File: config.mk
export PLATFORM = sky130hd
export DESIGN_NAME = ct_spsram_req_ctrl_flat
export DESIGN_NICKNAME = d
export VERILOG_FILES = /design/src/rtl/ct_spsram_req_ctrl_pkg.sv /design/src/rtl/ct_spsram_req_ctrl_if.sv /design/src/rtl/ct_spsram_rsp_buf.sv /design/src/rtl/ct_spsram_req_ctrl.sv /design/src/flat_wrapper.sv
export SDC_FILE = /design/constraint.sdc
export NUM_CORES = 1
export LEC_CHECK = 0
export ABC_CLOCK_PERIOD_IN_PS = 8220
export CAP_MARGIN = 20
export CORE_AREA = 2 2 342 344
export CTS_CLUSTER_SIZE = 24
export DETAILED_ROUTE_END_ITERATION = 16
export DIE_AREA = 0 0 344 346
export GPL_TIMING_DRIVEN = 0
export PLACE_DENSITY = 0.32
export SYNTH_ARGS = -nofsm -noshare
export SYNTH_HDL_FRONTEND = slang
export SYNTH_SLANG_ARGS = --single-unit
File: constraint.sdc
create_clock -name forever_cpuclk -period 8.22 [get_ports forever_cpuclk]
set_input_delay 1.233 -clock forever_cpuclk [delete_from_list [all_inputs] [get_ports forever_cpuclk]]
set_output_delay 1.233 -clock forever_cpuclk [all_outputs]
set_load 0.1 [all_outputs]
File: src/rtl/ct_spsram_req_ctrl_pkg.sv
// Shared types and constants for the single-port SRAM request controller.
package ct_spsram_req_ctrl_pkg;

    typedef enum logic {
        ST_INIT = 1'b0,
        ST_RUN  = 1'b1
    } state_e;

    localparam int unsigned RSP_DEPTH = 2;
    // Wide enough to hold buffered + in-flight reads (max RSP_DEPTH + 1).
    localparam int unsigned CREDIT_W  = 2;

endpackage

File: src/rtl/ct_spsram_req_ctrl_if.sv
// Request/response channel plus SRAM macro pins; slave = controller, master = requester/macro side.
interface ct_spsram_req_ctrl_if #(
    parameter int unsigned ADDR_WIDTH = 8,
    parameter int unsigned DATA_WIDTH = 144
);
    logic                  req_vld;
    logic                  req_rdy;
    logic                  req_wr;
    logic [ADDR_WIDTH-1:0] req_addr;
    logic [DATA_WIDTH-1:0] req_wdata;
    logic [DATA_WIDTH-1:0] req_wmask;
    logic                  rsp_vld;
    logic                  rsp_rdy;
    logic [DATA_WIDTH-1:0] rsp_rdata;
    logic                  init_done;
    logic [ADDR_WIDTH-1:0] sram_a;
    logic                  sram_cen;
    logic                  sram_gwen;
    logic [DATA_WIDTH-1:0] sram_wen;
    logic [DATA_WIDTH-1:0] sram_d;
    logic [DATA_WIDTH-1:0] sram_q;

    modport slave (
        input  req_vld, req_wr, req_addr, req_wdata, req_wmask, rsp_rdy, sram_q,
        output req_rdy, rsp_vld, rsp_rdata, init_done,
               sram_a, sram_cen, sram_gwen, sram_wen, sram_d
    );

    modport master (
        output req_vld, req_wr, req_addr, req_wdata, req_wmask, rsp_rdy, sram_q,
        input  req_rdy, rsp_vld, rsp_rdata, init_done,
               sram_a, sram_cen, sram_gwen, sram_wen, sram_d
    );

endinterface

File: src/rtl/ct_spsram_rsp_buf.sv
// Two-entry in-order read-response FIFO; data storage is not reset.
module ct_spsram_rsp_buf
    import ct_spsram_req_ctrl_pkg::*;
#(
    parameter int unsigned DATA_WIDTH = 144
) (
    input  logic                  clk_i,
    input  logic                  rst_i,
    input  logic                  push_i,
    input  logic [DATA_WIDTH-1:0] data_i,
    input  logic                  pop_i,
    output logic [DATA_WIDTH-1:0] data_o,
    output logic                  full_o,
    output logic                  empty_o,
    output logic [CREDIT_W-1:0]   occ_o
);

    logic [DATA_WIDTH-1:0] mem_q [RSP_DEPTH];
    logic                  wr_ptr_q;
    logic                  rd_ptr_q;
    logic [CREDIT_W-1:0]   cnt_q;

    always_ff @(posedge clk_i or posedge rst_i) begin
        if (rst_i) begin
            wr_ptr_q <= 1'b0;
            rd_ptr_q <= 1'b0;
            cnt_q    <= '0;
        end else begin
            if (push_i) wr_ptr_q <= ~wr_ptr_q;
            if (pop_i)  rd_ptr_q <= ~rd_ptr_q;
            cnt_q <= cnt_q + CREDIT_W'(push_i) - CREDIT_W'(pop_i);
        end
    end

    always_ff @(posedge clk_i) begin
        if (push_i) mem_q[wr_ptr_q] <= data_i;
    end

    assign data_o  = mem_q[rd_ptr_q];
    assign full_o  = (cnt_q == CREDIT_W'(RSP_DEPTH));
    assign empty_o = (cnt_q == '0);
    assign occ_o   = cnt_q;

endmodule

File: src/rtl/ct_spsram_req_ctrl.sv
// Initiator-side controller for an active-low single-port SRAM macro with 1-cycle read latency.
module ct_spsram_req_ctrl
    import ct_spsram_req_ctrl_pkg::*;
#(
    parameter int unsigned ADDR_WIDTH = 8,
    parameter int unsigned DATA_WIDTH = 144,
    parameter bit          INIT_EN    = 1'b1
) (
    input  logic                 forever_cpuclk,
    input  logic                 cpurst,
    ct_spsram_req_ctrl_if.slave  bus
);

    localparam state_e RST_STATE = INIT_EN ? ST_INIT : ST_RUN;

    state_e                state_q;
    logic [ADDR_WIDTH-1:0] init_cnt_q;
    logic                  init_done_q, init_done_d;
    logic                  req_rdy_q, req_rdy_d;
    logic                  rd_inflight_q, rd_inflight_d;
    logic                  accept, pop, sweep, sweep_last;
    logic                  buf_full, buf_empty;
    logic [CREDIT_W-1:0]   occ, occ_next, credit_next;

    assign sweep_last    = (state_q == ST_INIT) && (&init_cnt_q);
    // Macro pins are combinational; gating with reset keeps CEN high while reset is held.
    assign sweep         = (state_q == ST_INIT) && !cpurst;
    assign accept        = bus.req_vld && req_rdy_q;
    assign pop           = !buf_empty && bus.rsp_rdy;
    assign rd_inflight_d = accept && !bus.req_wr;
    assign init_done_d   = (state_q == ST_RUN) || sweep_last;
    assign occ_next      = occ + CREDIT_W'(rd_inflight_q) - CREDIT_W'(pop);
    assign credit_next   = occ_next + CREDIT_W'(rd_inflight_d);
    assign req_rdy_d     = init_done_d && (credit_next < CREDIT_W'(RSP_DEPTH));

    always_ff @(posedge forever_cpuclk or posedge cpurst) begin
        if (cpurst) begin
            state_q       <= RST_STATE;
            init_cnt_q    <= '0;
            init_done_q   <= 1'b0;
            req_rdy_q     <= 1'b0;
            rd_inflight_q <= 1'b0;
        end else begin
            case (state_q)
                ST_INIT: begin
                    init_cnt_q <= init_cnt_q + 1'b1;
                    if (sweep_last) state_q <= ST_RUN;
                end
                ST_RUN:  state_q <= ST_RUN;
                default: state_q <= RST_STATE;
            endcase
            init_done_q   <= init_done_d;
            req_rdy_q     <= req_rdy_d;
            rd_inflight_q <= rd_inflight_d;
        end
    end

    always_comb begin
        bus.sram_cen  = 1'b1;
        bus.sram_gwen = 1'b1;
        bus.sram_wen  = '1;
        bus.sram_a    = '0;
        bus.sram_d    = '0;
        if (sweep) begin
            bus.sram_cen  = 1'b0;
            bus.sram_gwen = 1'b0;
            bus.sram_wen  = '0;
            bus.sram_a    = init_cnt_q;
        end else if (accept) begin
            bus.sram_cen = 1'b0;
            bus.sram_a   = bus.req_addr;
            if (bus.req_wr) begin
                bus.sram_gwen = 1'b0;
                bus.sram_wen  = ~bus.req_wmask;
                bus.sram_d    = bus.req_wdata;
            end
        end
    end

    ct_spsram_rsp_buf #(
        .DATA_WIDTH (DATA_WIDTH)
    ) u_rsp_buf (
        .clk_i   (forever_cpuclk),
        .rst_i   (cpurst),
        .push_i  (rd_inflight_q),
        .data_i  (bus.sram_q),
        .pop_i   (pop),
        .data_o  (bus.rsp_rdata),
        .full_o  (buf_full),
        .empty_o (buf_empty),
        .occ_o   (occ)
    );

    assign bus.req_rdy   = req_rdy_q;
    assign bus.rsp_vld   = !buf_empty;
    assign bus.init_done = init_done_q;

    a_no_overflow: assert property (@(posedge forever_cpuclk) disable iff (cpurst)
        !(rd_inflight_q && buf_full && !pop));

endmodule

File: src/flat_wrapper.sv
// flat-port wrapper written by rule: the top's interface ports become plain ports
module ct_spsram_req_ctrl_flat import ct_spsram_req_ctrl_pkg::*;
#(
    parameter int unsigned ADDR_WIDTH = 8,
    parameter int unsigned DATA_WIDTH = 144,
    parameter bit          INIT_EN    = 1'b1
)
  (forever_cpuclk, cpurst, bus_req_vld, bus_req_wr, bus_req_addr, bus_req_wdata, bus_req_wmask, bus_rsp_rdy, bus_sram_q, bus_req_rdy, bus_rsp_vld, bus_rsp_rdata, bus_init_done, bus_sram_a, bus_sram_cen, bus_sram_gwen, bus_sram_wen, bus_sram_d);
  ct_spsram_req_ctrl_if #(.ADDR_WIDTH(ADDR_WIDTH), .DATA_WIDTH(DATA_WIDTH)) bus_i ();
  input  logic forever_cpuclk;
  input  logic cpurst;
  input wire logic [$bits(bus_i.req_vld)-1:0] bus_req_vld;
  input wire logic [$bits(bus_i.req_wr)-1:0] bus_req_wr;
  input wire logic [$bits(bus_i.req_addr)-1:0] bus_req_addr;
  input wire logic [$bits(bus_i.req_wdata)-1:0] bus_req_wdata;
  input wire logic [$bits(bus_i.req_wmask)-1:0] bus_req_wmask;
  input wire logic [$bits(bus_i.rsp_rdy)-1:0] bus_rsp_rdy;
  input wire logic [$bits(bus_i.sram_q)-1:0] bus_sram_q;
  output wire logic [$bits(bus_i.req_rdy)-1:0] bus_req_rdy;
  output wire logic [$bits(bus_i.rsp_vld)-1:0] bus_rsp_vld;
  output wire logic [$bits(bus_i.rsp_rdata)-1:0] bus_rsp_rdata;
  output wire logic [$bits(bus_i.init_done)-1:0] bus_init_done;
  output wire logic [$bits(bus_i.sram_a)-1:0] bus_sram_a;
  output wire logic [$bits(bus_i.sram_cen)-1:0] bus_sram_cen;
  output wire logic [$bits(bus_i.sram_gwen)-1:0] bus_sram_gwen;
  output wire logic [$bits(bus_i.sram_wen)-1:0] bus_sram_wen;
  output wire logic [$bits(bus_i.sram_d)-1:0] bus_sram_d;
  assign bus_i.req_vld = bus_req_vld;
  assign bus_i.req_wr = bus_req_wr;
  assign bus_i.req_addr = bus_req_addr;
  assign bus_i.req_wdata = bus_req_wdata;
  assign bus_i.req_wmask = bus_req_wmask;
  assign bus_i.rsp_rdy = bus_rsp_rdy;
  assign bus_i.sram_q = bus_sram_q;
  assign bus_req_rdy = bus_i.req_rdy;
  assign bus_rsp_vld = bus_i.rsp_vld;
  assign bus_rsp_rdata = bus_i.rsp_rdata;
  assign bus_init_done = bus_i.init_done;
  assign bus_sram_a = bus_i.sram_a;
  assign bus_sram_cen = bus_i.sram_cen;
  assign bus_sram_gwen = bus_i.sram_gwen;
  assign bus_sram_wen = bus_i.sram_wen;
  assign bus_sram_d = bus_i.sram_d;
  ct_spsram_req_ctrl #(.ADDR_WIDTH(ADDR_WIDTH), .DATA_WIDTH(DATA_WIDTH), .INIT_EN(INIT_EN)) u_core (.forever_cpuclk(forever_cpuclk), .cpurst(cpurst), .bus(bus_i));
endmodule
# ---- Yosys cells after proc, flatten, opt, wreduce, memory -nomap -nowiden
# Memories as Yosys holds them, arrays and structs flattened.
# Cells that the tools add are included.
dict set report totals {
  wordCells 47
  input_bits 445
  ram_bits 288
  register_bits 16
  mem_count 1
  out_inout_bits 445
}
dict set report op_classes {
  muxes 17
  n_reduce_logical 12
  n_bitwise 4
  n_lt_le_gt_ge 1
  n_addsub 4
}
# name words width read_ports rd_clocked_by_memory_dff wr line_no
set mem_list {}
lappend mem_list {u_core.u_rsp_buf.mem_q 2 144 1 0 1 ct_spsram_rsp_buf.sv:18} ;# logic [DATA_WIDTH-1:0] mem_q [RSP_DEPTH];
# cell count
set op_table {}
lappend op_table {{144-bit two-way mux} 6}
lappend op_table {{144-bit NOT} 1}
lappend op_table {{8-bit two-way mux} 2}
lappend op_table {{8-bit by 1-bit adder with 8-bit output (second input constant)} 1}
lappend op_table {{1-bit two-way mux} 8}
lappend op_table {{8-bit AND reduction} 1}
lappend op_table {{1-bit logical AND} 6}
lappend op_table {{2-bit by 1-bit adder with 2-bit output} 2}
lappend op_table {{1-bit logical NOT} 3}
lappend op_table {{1-bit NOT} 3}
lappend op_table {{2-bit logical NOT} 1}
lappend op_table {{2-bit < comparator (second input constant)} 1}
lappend op_table {{1-bit case mux with 2 select lines} 1}
lappend op_table {{2-bit by 1-bit subtractor with 2-bit output} 1}
lappend op_table {{1-bit logical OR} 1}

# ---- Logic depth before layout (Yosys ltp)
# Gate-level depths: netlist of run 1.
dict set report logic_depth {
  ltp_word 7
  depth_mapped 8
  ltp_nobuf 8
}

# ---- Cells and area by module
# A second synthesis of run 1 with hierarchy kept.
dict set report hier_totals {
  cells_unflattened 875
  hier_area_um2 13693.1
}
# module seq_area_each_um2 cells_per_inst area_each_um2 n_inst
set by_module_without_submodules {}
lappend by_module_without_submodules {ct_spsram_rsp_buf 8748.4 464 10781.6 1}
lappend by_module_without_submodules {ct_spsram_req_ctrl 275.3 411 2911.5 1}

# ---- Worst setup path before layout of run 1
# No wires, ideal clock.
dict set report synth_path {
  path_type {flip-flop to flip-flop}
  startpoint {reg u_core.rd_inflight_q}
  endpoint {mem u_core.u_rsp_buf.mem_q[0][0], enable pin}
  n_path_buf 0
  arrival_time_ns 6.429
  stages_incl_launch_ff 3
  required_ns 7.569
  slack_ns 1.139
  cell_sequence {dfrtp_1 inv_1 nor2_1}
}
dict set report synth_via {
  elab_chain_cells 2
}
# item line_no
set synth_lines {}
lappend synth_lines {{start, declared} ct_spsram_req_ctrl.sv:20} ;# logic rd_inflight_q, rd_inflight_d;
lappend synth_lines {{start signal, assigned} ct_spsram_req_ctrl.sv:54} ;# rd_inflight_q <= rd_inflight_d;
lappend synth_lines {{1-bit two-way mux} ct_spsram_rsp_buf.sv:36} ;# if (push_i) mem_q[wr_ptr_q] <= data_i;
lappend synth_lines {{1-bit two-way mux (implied by the code)} ct_spsram_rsp_buf.sv:36}
lappend synth_lines {{end, declared} ct_spsram_rsp_buf.sv:18}
# No other way between the ends.

# ---- Worst setup path after layout of run 1
dict set report layout_path {
  startpoint {in cpurst}
  endpoint {out bus_sram_wen[43]}
}
dict set report layout_via {
  elab_chain_cells 3
}
# item line_no
set layout_lines {}
lappend layout_lines {{start, declared} flat_wrapper.sv:11} ;# input logic cpurst;
lappend layout_lines {{1-bit logical NOT} ct_spsram_req_ctrl.sv:27} ;# assign sweep = (state_q == ST_INIT) && !cpurst;
lappend layout_lines {{1-bit logical AND} ct_spsram_req_ctrl.sv:27}
lappend layout_lines {{144-bit two-way mux} ct_spsram_req_ctrl.sv:64} ;# if (sweep) begin
lappend layout_lines {{end, declared} flat_wrapper.sv:26} ;# output wire logic [$bits(bus_i.sram_wen)-1:0] bus_sram_wen;
# No other way between the ends.

==> impl_metrics.tcl, run 1 <==
set metrics [dict create \
    slew_headroom_pct 3.46 \
    fin_ws_ns 2.21 \
    worst_ep_required_time_ns 6.99 \
    cts.repair.resized 0 \
    regArea_um2 9020 \
    cp-end-kind "primary output" \
    post-route-util_pct 23.5 \
    hp-class "reg2reg" \
    dr_total_vias 11900 \
    clkTransAtPathRegs_ns 0.06 \
    critical-path-slowest-cell "clkdlybuf4s50_1" \
    layout_common_cells "clkdlybuf4s50_1 (889), edfxtp_1 (288), and2_1 (146)" \
    yosysTopAreaCellShare_pct 64.4 \
    die-width_um 344 \
    drive_gt1_share_pct 20.5 \
    grt_pass1_wl_mm 149 \
    layout_commonest_cell "clkdlybuf4s50_1" \
    fmax_mhz 166 \
    crit_type "in2out" \
    p_seq_share_pct 24.9 \
    htreeDepth 2 \
    drc 0 \
    detail-route-antenna-nets 0 \
    yosysSeqAreaShare_pct 67.2 \
    syn-mean-instance-area_um2 15.8 \
    p_int_mw 3.72 \
    firstDrtPassIters 5 \
    slew_viol_final 0 \
    rsz0062_at_grt "no" \
    cp.arrival_ns 4.78 \
    io_pins 890 \
    maxCapViolations 0 \
    power_density_nw_per_um2 252 \
    grtUsageTotal_pct 20.0 \
    gp_congestion 1.01 \
    postRouteWirelength_mm 123 \
    worstMarginPinSlew_ns 1.43 \
    ir_worst_vdd_uv 139 \
    core_um2 115000 \
    hpwl_mm 111 \
    path_cells "clkdlybuf4s50_1, nor2_4, buf_6, clkbuf_2, o21ai_0, clkdlybuf4s50_1" \
    setup_viol_count_final 0 \
    switchingPower_mw 3.12 \
    yosys_warnings 0 \
    die_area_um2 119000 \
    clock-root-buffer "clkbuf_16" \
    cts_hold_buf 0 \
    start_util_pct 11.6 \
    leakage_nw 9.17 \
    swShare_pct 45.6 \
    multi_input_area_um2 3870 \
    synth_top_cell_by_area "edfxtp_1" \
    status "completed" \
    critPathLaunch "cpurst" \
    io_buffers 889 \
    synth_area_leaders "edfxtp_1 (64%), mux2_2 (12%), and2_1 (6.9%), o21ai_2 (3.3%), dfrtp_1 (2.8%)" \
    ys_types 37 \
    clk_latency_ns 0.56 \
    stdcell_count 3427 \
    dp.cells 3329 \
    cts_setup_buffers 0 \
    nets 2297 \
    finalHoldViolCount 0 \
    finalCritPeriodShare_pct 73.1 \
    placed_area_um2 25700 \
    cts.sink_count 303 \
    p_comb_share_pct 49.2 \
    grt_pass1_vias 12500 \
    path_max_fanout 10 \
    max_stage_delay_ns 1.36 \
    drt_iter0_drc 565 \
    startpoint_type "primary input" \
    viasPerCell 3.47 \
    syn_inst 850 \
    yosys_register_bits 303 \
    grt_max_degree 54 \
    area_growth_pct 102 \
    power.share.clock_pct 25.9 \
    wire_per_inst_um 35.9 \
    cts_tree "done" \
    design_area_um2 27100 \
    die_height_um 346 \
    syn-cell-area_um2 13400 \
    fill_cells 12200 \
    clockBufferDepth 3 \
    syn_nets 1298 \
    worstReg2RegStart "u_core.u_rsp_buf.occ_o[1]" \
    grt_overflow 0 \
    cts_inserted_buffers 41 \
    hp-start "u_core.rd_inflight_q" \
    antenna_found_initial 100 \
    crit_top_cell "clkdlybuf4s50_1" \
    min_period_ns 6.01 \
    fin_worst_skew_ns 0.0171 \
    rows 125 \
    post-place-ws_ns 2.47 \
]
## power groups by stage
stage               Sequential [mW]  Clock (mW)  Combinational (mW)
global route                   1.70        1.89                3.46
global placement               1.73           0                3.34
finish                         1.70        1.77                3.37
detailed placement             1.73           0                3.41
floorplan                      1.73           0                2.29
CTS                            1.70        1.84                3.42
## through the flow
| stage | hold slack [ns] | setup TNS, ns | total power [mW] |
|---|---|---|---|
| floorplan | 0.452 | 0 | 4.02 |
| global placement | 0.469 | -716.91 | 5.07 |
| detailed placement | 0.490 | 0 | 5.14 |
| CTS | 0.498 | 0 | 6.96 |
| global route | 0.505 | 0 | 7.05 |
| finish | 0.499 | 0 | 6.84 |
## flip-flops by register name, indices dropped and copies added, names as in the netlist
| register | flops |
|---|---|
| u_core.u_rsp_buf.wr_ptr_q | 1 |
| u_core.u_rsp_buf.rd_ptr_q | 1 |
| u_core.u_rsp_buf.occ_o | 2 |
| u_core.init_cnt_q | 8 |
| u_core.rd_inflight_q | 1 |
| u_core.bus.req_rdy | 1 |
| u_core.u_rsp_buf.mem_q | 288 |
| u_core.bus.init_done | 1 |
## synth_stat cells, drive strengths merged
library cell	count
or2	1
clkbuf	23
edfxtp	288
a41o	1
and3b	1
o21ai	145
nand2b	2
xor2	2
nand2	2
nor2	5
nand3	2
a21oi	1
nand4	1
nand4b	2
xnor3	1
mux2	145
and4	1
inv	4
a22o	8
and2	147
buf	41
dfrtp	15
xnor2	9
ha	3
## path summary, 6_finish.rpt
path	to	slack, ns	cells past startpoint
max	bus_sram_wen[43]	2.21	6
min	u_core.u_rsp_buf.wr_ptr_q	0.50	1
max reg2reg	u_core.bus.req_rdy	5.89	8
min reg2reg	u_core.u_rsp_buf.wr_ptr_q	0.50	1
max in group asynchronous	u_core.init_cnt_q[4]	6.58	2
min in group asynchronous	u_core.rd_inflight_q	1.23	2
## worst max-delay path: cells and delay by family
family,cells,cell delay [ns]
buffers and inverters,4,2.33
AOI/OAI and AO/OA,1,1.12
and+or+nand+nor,1,0.08
## layout make-up
| type | instances | share of cell area (%) |
|---|---|---|
| well taps | 1524 | 7.03 |
| diodes | 24 | 0.222 |
| multi-input cells | 479 | 14.3 |
| clock inverters | 23 | 0.923 |
| clock buffers | 50 | 3.99 |
| inverters | 4 | 0.0554 |
| repair buffers | 956 | 38.3 |
| plain buffers | 64 | 1.92 |
| flip-flops and latches | 303 | 33.3 |
## logic make-up (layout without fill, tap and decap cells)
kind of cell	after synthesis	count (layout)	share of synthesized area, %
flip-flops	303	303	67.2
AND/OR/NAND/NOR	164	164	7.86
AO/OA/AOI/OAI	155	155	7.52
multiplexers	145	145	12.2
buffers and inverters	68	1097	3.99
XOR/XNOR	12	12	0.942
adder cells (fa/ha/maj)	3	3	0.280
other	0	24	0
## metal layers
layer,track usage (%),wire length [um],vias to the layer above
met1,19.2,40700,5844
met3,5.00,7490,223
met2,40.5,71000,631
met5,0,43,-
met4,6.45,3960,8
li1,-,-,5182
No activity file was read; power rests on OpenSTA's default activity.
==> run 2, diff against run 1 <==
--- a/config.mk
+++ b/config.mk
@@ -5,12 +5,12 @@
 export SDC_FILE = /design/constraint.sdc
 export NUM_CORES = 1
 export LEC_CHECK = 0
-export ABC_CLOCK_PERIOD_IN_PS = 8220
+export ABC_CLOCK_PERIOD_IN_PS = 4900
 export CAP_MARGIN = 20
-export CORE_AREA = 2 2 342 344
+export CORE_AREA = 2 2 347 349
 export CTS_CLUSTER_SIZE = 24
 export DETAILED_ROUTE_END_ITERATION = 16
-export DIE_AREA = 0 0 344 346
+export DIE_AREA = 0 0 349 351
 export GPL_TIMING_DRIVEN = 0
 export PLACE_DENSITY = 0.32
 export SYNTH_ARGS = -nofsm -noshare
==> constraint.sdc (replaced) <==
create_clock -name forever_cpuclk -period 4.9 [get_ports forever_cpuclk]
set_input_delay 0.735 -clock forever_cpuclk [delete_from_list [all_inputs] [get_ports forever_cpuclk]]
set_output_delay 0.735 -clock forever_cpuclk [all_outputs]
set_load 0.1 [all_outputs]
==> run 2 against run 1 <==
Core utilization shrank 1.2 points. Final cell count is essentially flat. Sequential power grew 68%. Flip-flop and latch count is the same. Final area shrank 2.1%. Global-route usage shrank 2.8 points. First-iteration DRC count grew 16%. Clock power grew 54%. Critical endpoint is now bus_sram_wen[51].
==> impl_metrics.tcl, run 2 (synthesis gave the netlist of run 1 again) <==
set metrics [dict create \
    p_seq_share_pct 25.7 \
    core_um2 119000 \
    postRouteWirelength_mm 110 \
    wire_per_inst_um 32.2 \
    cts_setup_buffers 0 \
    cts_inserted_buffers 40 \
    drt_iter0_drc 657 \
    startpoint_type "primary input" \
    critical-path-slowest-cell "clkdlybuf4s50_1" \
    top_register "u_core.u_rsp_buf.mem_q" \
    maxCapViolations 0 \
    ff2ff_setup_slack_ns 2.61 \
    status "completed" \
    cts.repair.resized 0 \
    cts_hold_buf 0 \
    fill_cells 12600 \
    finalHoldViolCount 0 \
    cp-end-kind "primary output" \
    hpwl_mm 97.0 \
    hp-start "u_core.rd_inflight_q" \
    die_height_um 351 \
    drc 0 \
    clock-root-buffer "clkbuf_16" \
    fmax_mhz 223 \
    worstMarginPinSlew_ns 1.22 \
    fin_worst_skew_ns 0.0176 \
    layout_commonest_cell "clkdlybuf4s50_1" \
    min_period_ns 4.49 \
    slew_headroom_pct 18.3 \
    worstReg2RegStart "u_core.u_rsp_buf.occ_o[1]" \
    regArea_um2 9020 \
    firstDrtPassIters 5 \
    switchingPower_mw 5.15 \
    fin_hold_ws_ns 0.488 \
    finalCritPeriodShare_pct 91.6 \
    max_stage_delay_ns 1.04 \
    clkTransAtPathRegs_ns 0.06 \
    layout_common_cells "clkdlybuf4s50_1 (889), edfxtp_1 (288), and2_1 (146)" \
    drive_gt1_share_pct 19.6 \
    clk_latency_ns 0.58 \
    finalSetupTns_ns 0 \
    cts_tree "done" \
    start_util_pct 11.3 \
    power_density_nw_per_um2 419 \
    io_buffers 889 \
    viasPerCell 3.43 \
    die-width_um 349 \
    cp.arrival_ns 3.76 \
    path_max_fanout 10 \
    crit_type "in2out" \
    leakage_nw 8.95 \
    rows 127 \
    rsz0062_at_grt "no" \
    grt_max_degree 53 \
    htreeDepth 2 \
    grt_overflow 0 \
    grtUsageTotal_pct 17.2 \
    total_power_mw 11.1 \
    critPathLaunch "cpurst" \
    p_comb_share_pct 49.8 \
    nets 2283 \
    grt_pass1_wl_mm 135 \
    antenna_found_initial 71 \
    cts.sink_count 303 \
    swShare_pct 46.3 \
    slew_viol_final 0 \
    power.share.clock_pct 24.5 \
    p_int_mw 5.96 \
    post-place-ws_ns 0.320 \
    largest_reg_flops 288 \
    clockBufferDepth 3 \
    multi_input_area_um2 3870 \
    ir_worst_vdd_uv 231 \
    crit_top_cell "clkdlybuf4s50_1" \
    setup_viol_count_final 0 \
    area_growth_pct 97.8 \
    dr_total_vias 11800 \
    hp-class "reg2reg" \
    grt_pass1_vias 12200 \
    path_cells "clkdlybuf4s50_1, o21ai_4, clkbuf_1, o21ai_0, buf_4, clkdlybuf4s50_1" \
    detail-route-antenna-nets 0 \
    gp_congestion 1.08 \
    io_pins 890 \
    worst_ep_required_time_ns 4.16 \
    die_area_um2 122000 \
    fin_ws_ns 0.410 \
]
## run 2: worst max-delay path: cells and delay by family
kind | cells | cell delay (ns)
AOI/OAI and AO/OA | 2 | 0.87
buffers and inverters | 4 | 2.10
## run 2: stage by stage
stage / std cells / cell area [um^2] / utilization (%)
floorplan: 850 / 13400 / -
detailed placement: 3339 / 25300 / 21.2
global route: 3422 / 26500 / 22.3
global placement: 3287 / 24300 / 20.4
finish: 3428 / 26500 / 22.3
CTS: 3408 / 26500 / 22.2
## run 2: routing by layer
metal / track usage, % / up-vias / wire, um
li1: - / 5149 / -
met5: 0 / - / 121
met4: 4.97 / 18 / 2850
met2: 27.5 / 655 / 51400
met1: 21.3 / 5786 / 45800
met3: 6.84 / 166 / 10200
## run 2: path summary, 6_finish.rpt
| path | endpoint | depth (start not counted) |
|---|---|---|
| worst max-delay path | bus_sram_wen[51] | 6 |
| worst min-delay path | u_core.u_rsp_buf.wr_ptr_q | 1 |
| worst max register to register | u_core.bus.req_rdy | 8 |
| worst min register to register | u_core.u_rsp_buf.wr_ptr_q | 1 |
| max in group asynchronous | u_core.init_cnt_q[3] | 2 |
| min in group asynchronous | u_core.bus.init_done | 2 |
## run 2: cell type report
type                            count  area share [%]
Inverter                            4          0.0566
Clock buffer                       51            4.01
Timing Repair Buffer              943            37.4
Sequential cell                   303            34.0
Tap cell                         1548            7.30
Multi-Input combinational cell    479            14.6
Clock inverter                     18           0.537
Antenna cell                       18           0.170
Buffer                             64            1.96
## run 2: power by group through the flow
stage	Combinational [mW]	Sequential (mW)	Clock (mW)
floorplan	3.84	2.91	0
global placement	5.53	2.91	0
detailed placement	5.59	2.91	0
CTS	5.61	2.85	2.88
global route	5.70	2.85	2.95
finish	5.54	2.85	2.72
